## src/rtl/hop_pkg.sv

```systemverilog
// hop_pkg: shared sizing helpers and defaults for the hop chain array.
package hop_pkg;
  localparam int DEFAULT_DEPTH = 7;
  localparam int DEFAULT_LANES = 4;
  function automatic int tap_w(input int depth);
    return $clog2(depth + 1);
  endfunction
  // Out-of-range selects (0 or beyond the last stage) fall back to the last stage.
  function automatic int clamp_tap(input int sel, input int depth);
    return (sel == 0 || sel > depth) ? depth : sel;
  endfunction
endpackage

```

## src/rtl/hop_lane.sv

```systemverilog
// hop_lane: one shift pipeline with stall, flush, output tap mux and occupancy count.
// Optional HOP_STAGE_CLR_EN adds per-stage synchronous clears.
module hop_lane import hop_pkg::*; #(
  parameter int DEPTH  = DEFAULT_DEPTH,
  parameter int DATA_W = 1,
  parameter int TAP_W  = tap_w(DEPTH)
) (
  input  logic              clock0,
  input  logic              rst_n,
  input  logic              in_valid,
  input  logic [DATA_W-1:0] in_data,
  input  logic              adv,
  input  logic              flush,
`ifdef HOP_STAGE_CLR_EN
  input  logic [DEPTH-1:0]  stage_clr,
`endif
  input  logic [TAP_W-1:0]  tap_sel,
  output logic              out_valid,
  output logic [DATA_W-1:0] out_data,
  output logic [TAP_W-1:0]  occupancy,
  output logic              lane_busy
);
  logic [DEPTH-1:0]             vld, vld_nx;
  logic [DEPTH-1:0][DATA_W-1:0] dat, dat_nx;
  logic [TAP_W-1:0]             occ_nx;
  int                           sel;
  always_comb begin
    vld_nx = adv ? {vld[DEPTH-2:0], in_valid} : vld;
    dat_nx = adv ? {dat[DEPTH-2:0], in_data} : dat;
`ifdef HOP_STAGE_CLR_EN
    vld_nx = vld_nx & ~stage_clr;
    for (int k = 0; k < DEPTH; k++) dat_nx[k] = stage_clr[k] ? '0 : dat_nx[k];
    occ_nx = TAP_W'($countones(vld_nx));
`else
    occ_nx = adv ? occupancy + TAP_W'(in_valid) - TAP_W'(vld[DEPTH-1]) : occupancy;
`endif
  end
  always_ff @(posedge clock0) begin
    if (!rst_n || flush) begin
      vld       <= '0;
      dat       <= '0;
      occupancy <= '0;
    end else begin
      vld       <= vld_nx;
      dat       <= dat_nx;
      occupancy <= occ_nx;
    end
  end
  // Output reads registered stages only, so there is no path from in_* to out_*.
  always_comb begin
    sel       = clamp_tap(int'(tap_sel), DEPTH) - 1;
    out_valid = 1'b0;
    out_data  = '0;
    for (int k = 0; k < DEPTH; k++) begin
      out_valid = (k == sel) ? vld[k] : out_valid;
      out_data  = (k == sel) ? dat[k] : out_data;
    end
  end
  assign lane_busy = occupancy != '0;
endmodule

```

## src/rtl/hop_chain_array.sv

```systemverilog
// hop_chain_array: NUM_LANES independent programmable-latency hop pipelines.
// Define HOP_STAGE_CLR_EN to add the per-stage stage_clr input.
module hop_chain_array import hop_pkg::*; #(
  parameter int NUM_LANES = DEFAULT_LANES,
  parameter int DEPTH     = DEFAULT_DEPTH,
  parameter int DATA_W    = 1,
  parameter int TAP_W     = tap_w(DEPTH)
) (
  input  logic                        clock0,
  input  logic                        rst_n,
  input  logic [NUM_LANES-1:0]        in_valid,
  input  logic [NUM_LANES*DATA_W-1:0] in_data,
  input  logic [NUM_LANES-1:0]        adv,
  input  logic [NUM_LANES-1:0]        flush,
`ifdef HOP_STAGE_CLR_EN
  input  logic [NUM_LANES*DEPTH-1:0]  stage_clr,
`endif
  input  logic [NUM_LANES*TAP_W-1:0]  tap_sel,
  output logic [NUM_LANES-1:0]        out_valid,
  output logic [NUM_LANES*DATA_W-1:0] out_data,
  output logic [NUM_LANES*TAP_W-1:0]  occupancy,
  output logic [NUM_LANES-1:0]        lane_busy
);
  for (genvar l = 0; l < NUM_LANES; l++) begin : g_lane
    hop_lane #(.DEPTH(DEPTH), .DATA_W(DATA_W), .TAP_W(TAP_W)) u_lane (
      .clock0    (clock0),
      .rst_n     (rst_n),
      .in_valid  (in_valid[l]),
      .in_data   (in_data[l*DATA_W +: DATA_W]),
      .adv       (adv[l]),
      .flush     (flush[l]),
`ifdef HOP_STAGE_CLR_EN
      .stage_clr (stage_clr[l*DEPTH +: DEPTH]),
`endif
      .tap_sel   (tap_sel[l*TAP_W +: TAP_W]),
      .out_valid (out_valid[l]),
      .out_data  (out_data[l*DATA_W +: DATA_W]),
      .occupancy (occupancy[l*TAP_W +: TAP_W]),
      .lane_busy (lane_busy[l])
    );
  end
endmodule

```

## config.mk

```make
export PLATFORM = sky130hd
export DESIGN_NAME = hop_chain_array
export DESIGN_NICKNAME = d
export VERILOG_FILES = /design/src/rtl/hop_pkg.sv /design/src/rtl/hop_lane.sv /design/src/rtl/hop_chain_array.sv
export SDC_FILE = /design/constraint.sdc
export NUM_CORES = 1
export LEC_CHECK = 0
export CAP_MARGIN = 20
export CORE_ASPECT_RATIO = 0.7
export CORE_MARGIN = 8
export CORE_UTILIZATION = 55
export DETAILED_ROUTE_END_ITERATION = 10
export MAX_ROUTING_LAYER = met4
export PLACE_DENSITY = 0.81
export SYNTH_ARGS = -nofsm -noshare
export SYNTH_HDL_FRONTEND = slang
export SYNTH_SLANG_ARGS = --single-unit
```

## constraint.sdc

```tcl
create_clock -name clock0 -period 5.11 [get_ports clock0]
set_input_delay 1.022 -clock clock0 [delete_from_list [all_inputs] [get_ports clock0]]
set_output_delay 1.022 -clock clock0 [all_outputs]
set_load 0.05 [all_outputs]
```

==> flow_summary_export.csv <==
group,metric,value,unit
route,totalWireLength,7362,um
global_routing,grt_start_max_net_pins,19,
clock_tree,h-tree-depth,3,
layout,share_of_post_route_cells_with_drive_strength_above_1,0.05869,
route,vias_per_cell,5.354,
die,die_y,84.69,um
synth,postSynthAreaPerCell,9.087,um^2
sta,worst-slew-pin-transition,1.003,ns
clock_tree,cts_tree,"done",
synth,primary_flip_flop_cell_chosen_by_synthesis_mapping,"sky130_fd_sc_hd__dfxtp_1",
placed_design,post-dp-hpwl,5323,um
route,detailedRoute.firstPassIterationCount,4,
setup_path,worst-endpoint-arrival,3.84,ns
synth,post_synth_inst_count,408,
clock_tree,hold_buffers,0,
run_status,status,"finished, final reports clean",
layout,fillCellCount,578,
clock_tree,cts_root_buf,"sky130_fd_sc_hd__clkbuf_8",
setup_path,worst_ep_required_time,4.09,ns
placed_design,routability_driven_placement_congestion_ratio,0.8607,
die,boundaryPins,54,
global_routing,grt_first_pass_wirelength,12940,um
placed_design,placement.io_buffers,53,
placed_design,detailed_place.area,0.004146,mm^2
clock_tree,cts.repair_timing.setup_buffer_count,0,
setup_path,critPathSlowestCell,"sky130_fd_sc_hd__clkdlybuf4s50_1",
synth,synth_edf_count,0,
hold_path,worstHoldPathType,"reg2reg",
synth,ys_seq_area_frac,0.3672,
die,fp.dieW,114.1,um
route,ant_nets,0,
clock_tree,numCtsBuffers,9,
synth,synthDistinctLibCells,46,
layout,final_core_utilization,0.6568,
global_routing,grt_overflow_total,0,
sta,post-route-period-util,0.9518,
synth,ys_warn_count,0,
die,std_cell_rows,25,
setup_path,worst-path-max-fanout,10,
clock_tree,cts.reportedPaths.clkPinSlew,0.07,ns
sta,report.final.slew_viol_count,0,
sta,finalCriticalPeriod,4.864,ns
synth,syn-num-nets,454,
clock_tree,worst_skew_pair.late_latency,0.33,ns
sta,rsz0062_at_grt,"no",
power,power_dens_cells,277.8,mW/mm^2
setup_path,criticalPathCategory,"in2out",
setup_path,ff2ff_path_depth,10,
sta,finalSetupTns,0,ns
layout,layout-area-overhead-vs-synth,17.48,%
route,wire_per_inst,13.71,um
route,initialDrtViolationCount,166,
die,start_util,0.5591,
global_routing,grt_pass1_vias,2872,
layout,antenna-diode-count,0,
sta,clock_skew,0.008661,ns
setup_path,crit_chain,"clkdlybuf4s50_1, nor2_1, and2_1, ha_1, nand2b_1, a211oi_1, a211oi_1, nor3_1, clkdlybuf4s50_1",
route,route.detailed.drc,0,
die,die_area,0.009666,mm^2
sta,achievable-frequency,205.6,MHz
synth,synth_async_sr_flop_share,0,
layout,nNetsFinal,484,
sta,finalSetupViolCount,0,
route,total_number_of_vias,2875,
setup_path,cp-start-kind,"input pin",
clock_tree,cts.sinks,68,
job,cap_viol_max_count,0,
power,worst_ir_drop_vdd,0.1673,mV
die,placeable_core_region,0.006631,mm^2
clock_tree,postCtsResizedCells,0,
sta,final_hold_viol_count,0,
hold_path,hold_depth,2,
setup_path,slowest_stage_delay_on_critical_path,0.84,ns
layout,final_cell_area,0.004355,mm^2
synth,postSynthRegisterBits,68,
setup_path,cp-end-kind,"output pin",
sta,worst_slew_margin_rel,0.3295,
global_routing,grtUsageTotal,0.1663,
clock_tree,cts.path.max_buffers,2,
global_routing,grt_antenna_before_repair,0,
power,power.leakage,1.793,nW
synth,syn_area,0.003707,mm^2
==> critical path: cells and delay by family <==
family,cells,cell delay [ns]
compound gates,2,0.32
fa+ha+maj,1,0.35
simple gates,4,0.67
buf+inv,2,1.48
==> cell usage after synthesis, types with 2 or more instances <==
cell type	number	area, um^2
sky130_fd_sc_hd__nor2_1	78	292.8
sky130_fd_sc_hd__dfxtp_1	68	1361
sky130_fd_sc_hd__mux2i_1	61	610.6
sky130_fd_sc_hd__inv_1	24	90.09
sky130_fd_sc_hd__buf_4	15	112.6
sky130_fd_sc_hd__ha_1	12	150.1
sky130_fd_sc_hd__nand2_1	12	45.04
sky130_fd_sc_hd__a21oi_1	11	55.05
sky130_fd_sc_hd__buf_2	11	55.05
sky130_fd_sc_hd__nand2b_1	10	62.56
sky130_fd_sc_hd__a211oi_1	9	67.56
sky130_fd_sc_hd__clkbuf_1	9	33.78
sky130_fd_sc_hd__xor2_1	8	70.07
sky130_fd_sc_hd__a221oi_1	6	52.55
sky130_fd_sc_hd__nor2b_1	6	37.54
sky130_fd_sc_hd__or3_1	5	31.28
sky130_fd_sc_hd__a21o_1	4	30.03
sky130_fd_sc_hd__fa_1	4	80.08
sky130_fd_sc_hd__nand3b_1	4	30.03
sky130_fd_sc_hd__o21ai_0	4	20.02
sky130_fd_sc_hd__and2_1	3	18.77
sky130_fd_sc_hd__nand4b_1	3	26.28
sky130_fd_sc_hd__nor3_1	3	15.01
sky130_fd_sc_hd__o21bai_1	3	22.52
sky130_fd_sc_hd__a221o_1	2	20.02
sky130_fd_sc_hd__a221oi_2	2	30.03
sky130_fd_sc_hd__a222oi_1	2	20.02
sky130_fd_sc_hd__a2bb2oi_1	2	17.52
sky130_fd_sc_hd__and3b_1	2	17.52
sky130_fd_sc_hd__buf_6	2	22.52
sky130_fd_sc_hd__mux2_2	2	22.52
sky130_fd_sc_hd__nand3_1	2	10.01
sky130_fd_sc_hd__nor3_2	2	20.02
sky130_fd_sc_hd__nor4b_1	2	17.52
sky130_fd_sc_hd__o311ai_0	2	17.52
sky130_fd_sc_hd__o31ai_1	2	15.01
sky130_fd_sc_hd__or3b_1	2	17.52
==> routing by layer <==
layer | share of wire | track usage
met1 | 0.50 | 0.1992
met4 | 0.0035 | 0.05656
met5 | 0 | -
met3 | 0.039 | 0.05086
met2 | 0.46 | 0.2596
==> where the power goes <==
group / internal [mW] / switching [mW]
Sequential: 0.535 / 0.00591
Combinational: 0.0848 / 0.116
Clock: 0.276 / 0.192
==> sequential cells by signal, summed over array words and instances, names as in the netlist <==
register / flops
g_lane.u_lane.dat: 28
g_lane.u_lane.vld: 28
g_lane.u_lane.occupancy: 12
==> kinds of logic after synthesis <==
kind of cell / share of synthesized area
DFF: 0.3672
xor gates and xnor gates: 0.01890
muxes: 0.1768
adders and majority gates: 0.06210
buffers and inverters: 0.08471
AOI/OAI and AO/OA: 0.1104
and+or+nand+nor: 0.1799
==> placed cells by master (no fill, tap or decap), types with 5 or more instances in the layout <==
cell and count:
sky130_fd_sc_hd__clkdlybuf4s50_1 50, sky130_fd_sc_hd__or3_1 5, sky130_fd_sc_hd__nor2_1 78, sky130_fd_sc_hd__nor2b_1 6
sky130_fd_sc_hd__buf_4 6, sky130_fd_sc_hd__a21oi_1 11, sky130_fd_sc_hd__ha_1 12, sky130_fd_sc_hd__inv_1 24
sky130_fd_sc_hd__mux2i_1 61, sky130_fd_sc_hd__dfxtp_1 68, sky130_fd_sc_hd__clkbuf_8 9, sky130_fd_sc_hd__nand2b_1 10
sky130_fd_sc_hd__nand2_1 12, sky130_fd_sc_hd__a221oi_1 6, sky130_fd_sc_hd__xor2_1 8, sky130_fd_sc_hd__a211oi_1 9
==> final cells by class <==
class,count,area [um^2],share of cell area
Clock buffer,12,135.1,0.03103
Multi-Input combinational cell,279,2032,0.4665
Timing Repair Buffer,56,545.5,0.1253
Tap cell,94,117.6,0.02700
Inverter,24,90.09,0.02068
Sequential cell,68,1361,0.3126
Clock inverter,4,73.82,0.01695
==> worst paths after layout <==
| kind | to | slack (ns) | start |
|---|---|---|---|
| worst min-delay path | g_lane[3].u_lane.dat[6] | 0.49 | g_lane[3].u_lane.dat[6] |
| worst max register to register | g_lane[0].u_lane.occupancy[2] | 3.18 | g_lane[0].u_lane.occupancy[0] |
| worst min register to register | g_lane[3].u_lane.dat[6] | 0.49 | g_lane[3].u_lane.dat[6] |
| worst max-delay path | out_data[0] | 0.25 | tap_sel[1] |
==> per-stage QoR <==
step	hold WS (ns)	std cells	total power, mW	setup WS, ns
finish	0.4944	537	1.210	0.2464
global route	0.5317	537	1.268	0.1093
CTS	0.4968	537	1.226	0.2825
detailed placement	0.4795	521	0.7540	0.2860
global placement	0.4695	521	0.7500	0.3847
floorplan	0.4518	408	0.7045	1.469
No activity file was read; power rests on OpenSTA's default activity.
